## src/rtl/pipeline_stage_elastic.sv

```systemverilog
// Two-entry elastic pipeline stage (main + skid register) with full-throughput handshaking.
// Optional saturating bubble counter on bubble_count_o when PIPE_BUBBLE_COUNT_EN is defined.
module pipeline_stage_elastic #(
  parameter int N_BITS = 64,
  parameter logic [N_BITS-1:0] RESET_VALUE = '0,
  parameter int CNT_W = 16
) (
  input  logic              clk,
  input  logic              reset,
  input  logic              flush_i,
  input  logic              in_valid_i,
  output logic              in_ready_o,
  input  logic [N_BITS-1:0] in_data_i,
  output logic              out_valid_o,
  input  logic              out_ready_i,
  output logic [N_BITS-1:0] out_data_o
`ifdef PIPE_BUBBLE_COUNT_EN
  ,
  output logic [CNT_W-1:0]  bubble_count_o
`endif
);

  typedef enum logic [1:0] {
    EMPTY = 2'b00,
    FULL  = 2'b01,
    SKID  = 2'b10
  } state_t;

  state_t            state, state_next;
  logic [N_BITS-1:0] main_p0, skid_p0;
  logic              accept, drain;
  logic              load_main_in, load_main_skid, load_skid;

  // Handshake outputs come straight from the state register, so in_ready_o
  // never sees out_ready_i combinationally.
  assign in_ready_o  = (state == EMPTY) || (state == FULL);
  assign out_valid_o = (state == FULL) || (state == SKID);
  assign out_data_o  = main_p0;

  assign accept = in_valid_i & in_ready_o;
  assign drain  = out_valid_o & out_ready_i;

  always_ff @(posedge clk) begin
    if (reset) state <= EMPTY;
    else       state <= state_next;
  end

  always_comb begin
    state_next     = state;
    load_main_in   = 1'b0;
    load_main_skid = 1'b0;
    load_skid      = 1'b0;
    case (state)
      EMPTY: begin
        if (accept) begin
          load_main_in = 1'b1;
          state_next   = FULL;
        end
      end
      FULL: begin
        if (accept && drain) begin
          load_main_in = 1'b1;
        end else if (accept) begin
          load_skid  = 1'b1;
          state_next = SKID;
        end else if (drain) begin
          state_next = EMPTY;
        end
      end
      SKID: begin
        if (drain) begin
          load_main_skid = 1'b1;
          state_next     = FULL;
        end
      end
      default: state_next = EMPTY;
    endcase
    // A redirect throws away everything, including a same-cycle accept.
    if (flush_i) begin
      state_next     = EMPTY;
      load_main_in   = 1'b0;
      load_main_skid = 1'b0;
      load_skid      = 1'b0;
    end
  end

  // ---- data stage p0: main and skid registers ----
  always_ff @(posedge clk) begin
    if (reset) begin
      main_p0 <= RESET_VALUE;
      skid_p0 <= RESET_VALUE;
    end else begin
      if (load_main_in)        main_p0 <= in_data_i;
      else if (load_main_skid) main_p0 <= skid_p0;
      if (load_skid)           skid_p0 <= in_data_i;
    end
  end

`ifdef PIPE_BUBBLE_COUNT_EN
  function automatic logic [CNT_W-1:0] sat_inc(input logic [CNT_W-1:0] v);
    return (&v) ? v : v + CNT_W'(1);
  endfunction

  logic [CNT_W-1:0] bubble_cnt;

  always_ff @(posedge clk) begin
    if (reset)             bubble_cnt <= '0;
    else if (!out_valid_o) bubble_cnt <= sat_inc(bubble_cnt);
  end

  assign bubble_count_o = bubble_cnt;
`endif

endmodule
```

## config.mk

```make
export PLATFORM = sky130hd
export DESIGN_NAME = pipeline_stage_elastic
export DESIGN_NICKNAME = d
export VERILOG_FILES = /design/src/rtl/pipeline_stage_elastic.sv
export SDC_FILE = /design/constraint.sdc
export NUM_CORES = 1
export LEC_CHECK = 0
export ABC_AREA = 1
export CORE_MARGIN = 4
export CORE_UTILIZATION = 39
export CTS_BUF_LIST = sky130_fd_sc_hd__clkbuf_16
export CTS_CLUSTER_DIAMETER = 150
export CTS_CLUSTER_SIZE = 24
export DETAILED_ROUTE_END_ITERATION = 8
export GPL_ROUTABILITY_DRIVEN = 1
export GPL_TIMING_DRIVEN = 0
export HOLD_SLACK_MARGIN = 0.05
export SLEW_MARGIN = 20
export SYNTH_ARGS = -nofsm -noshare
export SYNTH_HDL_FRONTEND = slang
export SYNTH_SLANG_ARGS = --single-unit
```

## constraint.sdc

```tcl
create_clock -name clk -period 2.1 [get_ports clk]
set_input_delay 0.21 -clock clk [delete_from_list [all_inputs] [get_ports clk]]
set_output_delay 0.21 -clock clk [all_outputs]
set_load 0.02 [all_outputs]
```

* Yosys cells after proc, flatten, opt, wreduce, memory -nomap -nowiden
Cells that the tools add are included.
** Cells by class
- Add/sub/neg operators :: 0
- $mul :: 0
- Divide/modulo/power cells :: 0
- Magnitude comparators :: 0
- Equality and inequality tests :: 6
- Shift operators :: 0
- Mux-type cells :: 18
- Bitwise operators :: 2
- Reductions and logical operators :: 7
** Operator list (count)
- 64-bit 2-to-1 mux :: 2
- 2-bit 2-to-1 mux :: 5
- 1-bit 2-to-1 mux :: 9
- 2-bit != test, second input constant :: 3
- 2-bit one-hot mux with 3 select lines :: 1
- 4-bit AND reduction :: 1
- 3-bit != test, second input constant :: 1
- 1-bit bitwise AND :: 2
- 2-bit by 1-bit == test with 1-bit output, second input constant :: 1
- 2-bit == test, second input constant :: 1
- 2-bit zero test :: 1
- 1-bit logical OR :: 2
- 1-bit one-hot mux with 2 select lines :: 1
- 2-bit nonzero test :: 1
- 2-bit OR reduction :: 1
- 1-bit logical AND :: 1
** Storage, ports and cells
- Register bits after elaboration :: 130
- Bits in latches :: 0
- Memory bits (writable) :: 0
- Bits in read-only memories :: 0
- Output and inout bits :: 66
- Word-level logic and storage cells :: 36
- Memories :: 0

* Logic depth before layout (Yosys ltp)
- Depth after elaboration :: 8
- Depth in mapped cells :: 12
- Depth with buffers taken out :: 10

* Least setup slack after synthesis
Ideal clock, no wire load.
- Kind :: register to register
- From :: reg state[0]
- To :: reg main_p0[43], in the netlist out_data_o[43]
- Data arrival time :: 1.758 ns
- Data required time :: 1.968 ns
- Setup slack :: 0.210 ns
- Stages on the path, launching flop included :: 12
- Buffers on the path :: 2
- Period minus slack after synthesis :: 1.890 ns
- Path through :: dfxtp_1 inv_1 ha_1 nand2_1 nor2_1 nand2_2 nand2_2 buf_2 buf_2 nand3_1 nand2_1 a21oi_1
** On the way
- Word-level cells in the longest chain between the ends :: 8
** Ends and longest elaborated chain
- start, declared :: line 29 : state_t state, state_next;
- start signal, assigned :: line 45 : else state <= state_next;
- 2-bit by 1-bit == test with 1-bit output / 2-bit == test (equally long branches) :: line 37 : assign out_valid_o = (state == FULL) || (state == SKID);
- 1-bit logical OR (*) :: line 37
- net out_valid_o :: line 14 : output logic out_valid_o,
- 1-bit bitwise AND (*) :: line 41 : assign drain = out_valid_o & out_ready_i;
- 1-bit logical AND :: line 61 : if (accept && drain) begin
- 1-bit 2-to-1 mux :: line 61
- 1-bit one-hot mux with 2 select lines :: line 53 : case (state)
- 1-bit 2-to-1 mux :: line 79 : if (flush_i) begin
- 64-bit 2-to-1 mux / 2-bit nonzero test (equally long branches)
- end signal, assigned :: line 93 : if (load_main_in) main_p0 <= in_data_i;
- end signal, assigned :: line 94 : else if (load_main_skid) main_p0 <= skid_p0;
- end, declared :: line 30 : logic [N_BITS-1:0] main_p0, skid_p0;
Mark *: on every way through the listed nets, which the timed path passes. The rest lies on a longest branch.
A chain may end at the register's enable or synchronous reset.

* Worst setup path after layout
- From :: reg state[1]
- To :: out out_valid_o
** On the way
- Word-level cells in the longest chain between the ends :: 2
** Ends and longest elaborated chain (line)
- 2-bit by 1-bit == test with 1-bit output / 2-bit == test (equally long branches) :: 37
- 1-bit logical OR (*) :: 37
- end, declared :: 14
Mark *: on every way between the ends. The rest lies on a longest branch, timed or not.

==> flow_metrics.tcl <==
set metrics [dict create \
    initial_core_util 0.396 \
    seq_area_frac_synth 0.434 \
    grt_pass1_vias 5556 \
    hold_ws_ns 0.437 \
    syn_inst 876 \
    wire_per_inst_um 14.0 \
    final_layout_size_suffix_gt1_frac 0.0835 \
    hpwl_um 12100 \
    cts_setup_buffers 0 \
    syn_avg_cell_area_um2 6.85 \
    rsz0062_at_grt "no" \
    ant_nets 0 \
    min_period_over_period 0.948 \
    core_area_um2 15100 \
    hold_viol 0 \
    dpl_worst_slack_ns -0.0909 \
    dieArea_um2 17400 \
    cp.arrival_ns 1.78 \
    drt_wl_total_um 17200 \
    switchingPower_mw 1.78 \
    vias_per_cell 4.83 \
    ir_drop_mv 0.563 \
    startpoint_type "flop" \
    chipWidth_um 132 \
    drt-pass1-iter-count 5 \
    final_net_count 1103 \
    critical_path_class "flop to output port" \
    drtIter0Drc 313 \
    p_leak_nw 3.48 \
    cts-buffers-inserted 17 \
    power_mw 6.99 \
    postCtsHoldBufs 0 \
    clock.fmax_ghz 0.502 \
    fin_crit_ns 1.99 \
    r2r-start "state[1]" \
    fin_setup_tns_ns 0 \
    ys_seq_elements 130 \
    synth_area_um2 6000 \
    power_density_nw_per_um2 845 \
    maxSlewHeadroom 0.481 \
    clkPwrFrac 0.458 \
    cts_sinks 130 \
    clock_latency_ns 0.42 \
    drc 0 \
    cap_violations 0 \
    tightest_slew_ns 0.778 \
    grt_overflow 0 \
    hp-class "input pin to flop" \
    p_int_mw 5.21 \
    fill_cells 1504 \
    num_io_pins 135 \
    htreeDepth 4 \
    hold_path_startpoint "in_data_i[28]" \
    track_usage 0.197 \
    die_h_um 132 \
    globalplace.congestion 0.828 \
    cp-startpoint "state[1]" \
    status "complete, no violations" \
    slew_viol_final 0 \
    yosys_warnings 0 \
    via_count 5942 \
    syn_to_final_growth_pct 37.8 \
    num_rows 45 \
    r2r_slack_ns 0.17 \
    cts.clk_slew.worst_paths_ns 0.06 \
    root_buffer "clkbuf_16" \
    cts_tree "done" \
    grt_pass1_wl_um 27900 \
    p_comb_frac 0.158 \
    end_kind "output port" \
    p_sw_frac 0.255 \
    clk_path_buf_depth 2 \
    ys_types 20 \
    grt_max_degree 17 \
    setup_ws_ns 0.109 \
    setup_viol 0 \
    portBuffers 134 \
    synth_fp_nets 950 \
    power_frac_seq 0.384 \
    worstPathRequired_ns 1.89 \
    fin_skew_ns 0.00594 \
    path_max_fanout 4 \
    antenna_found_initial 1 \
]
==> Yosys cell counts (all sizes together) <==
library cell | n | area (µm²)
nand3 | 129 | 646
dfxtp | 130 | 2600
o21bai | 1 | 7.51
a21oi | 129 | 646
o211ai | 1 | 7.51
clkbuf | 30 | 113
inv | 137 | 514
nor2 | 7 | 31.3
ha | 5 | 62.6
nand4 | 2 | 12.5
nand2 | 203 | 769
buf | 38 | 269
o21ai | 64 | 320
==> worst max-delay path: stages (launching register included) <==
cell,delay (ns)
dfxtp_1,0.35
inv_1,0.09
ha_1,0.31
clkdlybuf4s50_1,0.61
==> final timing paths <==
| check | endpoint | depth (start not counted) |
|---|---|---|
| max reg2reg | out_data_o[11] | 11 |
| min reg2reg | skid_p0[57] | 2 |
| min | skid_p0[28] | 3 |
| max | out_valid_o | 3 |
==> cells in the final DEF, fill, tap and decap left out <==
master,count
nand2_1,199
inv_1,135
clkdlybuf4s50_1,133
nand3_1,129
a21oi_1,129
dfxtp_1,129
o21ai_1,42
clkbuf_1,22
o21ai_0,22
clkbuf_16,17
buf_2,14
buf_6,13
clkbuf_2,8
buf_4,7
ha_1,5
bufinv_16,5
nand2_2,4
nor2_1,4
clkinvlp_4,4
nor2_2,3
inv_2,3
clkinv_2,3
clkbuf_4,2
nand4_1,2
clkinv_4,2
diode_2,1
buf_8,1
o211ai_1,1
o21bai_1,1
buf_1,1
dlygate4sd2_1,1
dfxtp_2,1
==> power groups by stage <==
stage,combinational (mW),clock [mW],sequential (mW)
finish,1.10,3.20,2.68
floorplan,0.481,0,2.84
CTS,1.10,3.26,2.68
global placement,1.09,0,2.73
global route,1.21,3.39,2.70
detailed placement,1.09,0,2.74
==> flip-flops by register name, indices dropped and copies added (netlist names) <==
name        flops
out_data_o     64
skid_p0        64
state           2
==> through the flow <==
stage,std cells,cell area (µm²),util
6_report,1231,8270,0.546
4_1_cts,1230,8230,0.543
5_1_grt,1231,8270,0.546
2_1_floorplan,876,6000,-
3_5_place_dp,1198,7580,0.500
3_3_place_gp,1198,7580,0.500
==> cell type report <==
type,instances,area [µm²],share of cell area
clock inverter,15,216,0.0262
multi-input combinational,541,2510,0.303
sequential,130,2600,0.315
tap,188,235,0.0284
antenna,1,2.50,0.000303
clock buffer,17,425,0.0514
inverter,137,514,0.0622
buffer,68,425,0.0514
timing repair buffer,134,1340,0.162
==> cell families after synthesis <==
family,after synthesis,synth area share
adder cells (fa/ha/maj),5,0.0104
flip-flops,130,0.434
AO/OA/AOI/OAI,195,0.163
AND/OR/NAND/NOR,341,0.243
buffers and inverters,205,0.149
==> what timing repair did <==
action / 4_1_cts / 5_1_grt
cloned: 0 / 0
resized for setup: 4 / 32
setup endpoints to repair: 61 / 116
==> per-layer routing <==
metal | share of wire | GRT usage
met2 | 0.46 | 0.298
met4 | 0.016 | 0.0659
met5 | 0 | 0
met3 | 0.052 | 0.0469
met1 | 0.47 | 0.275
No activity file was read; power rests on OpenSTA's default activity.
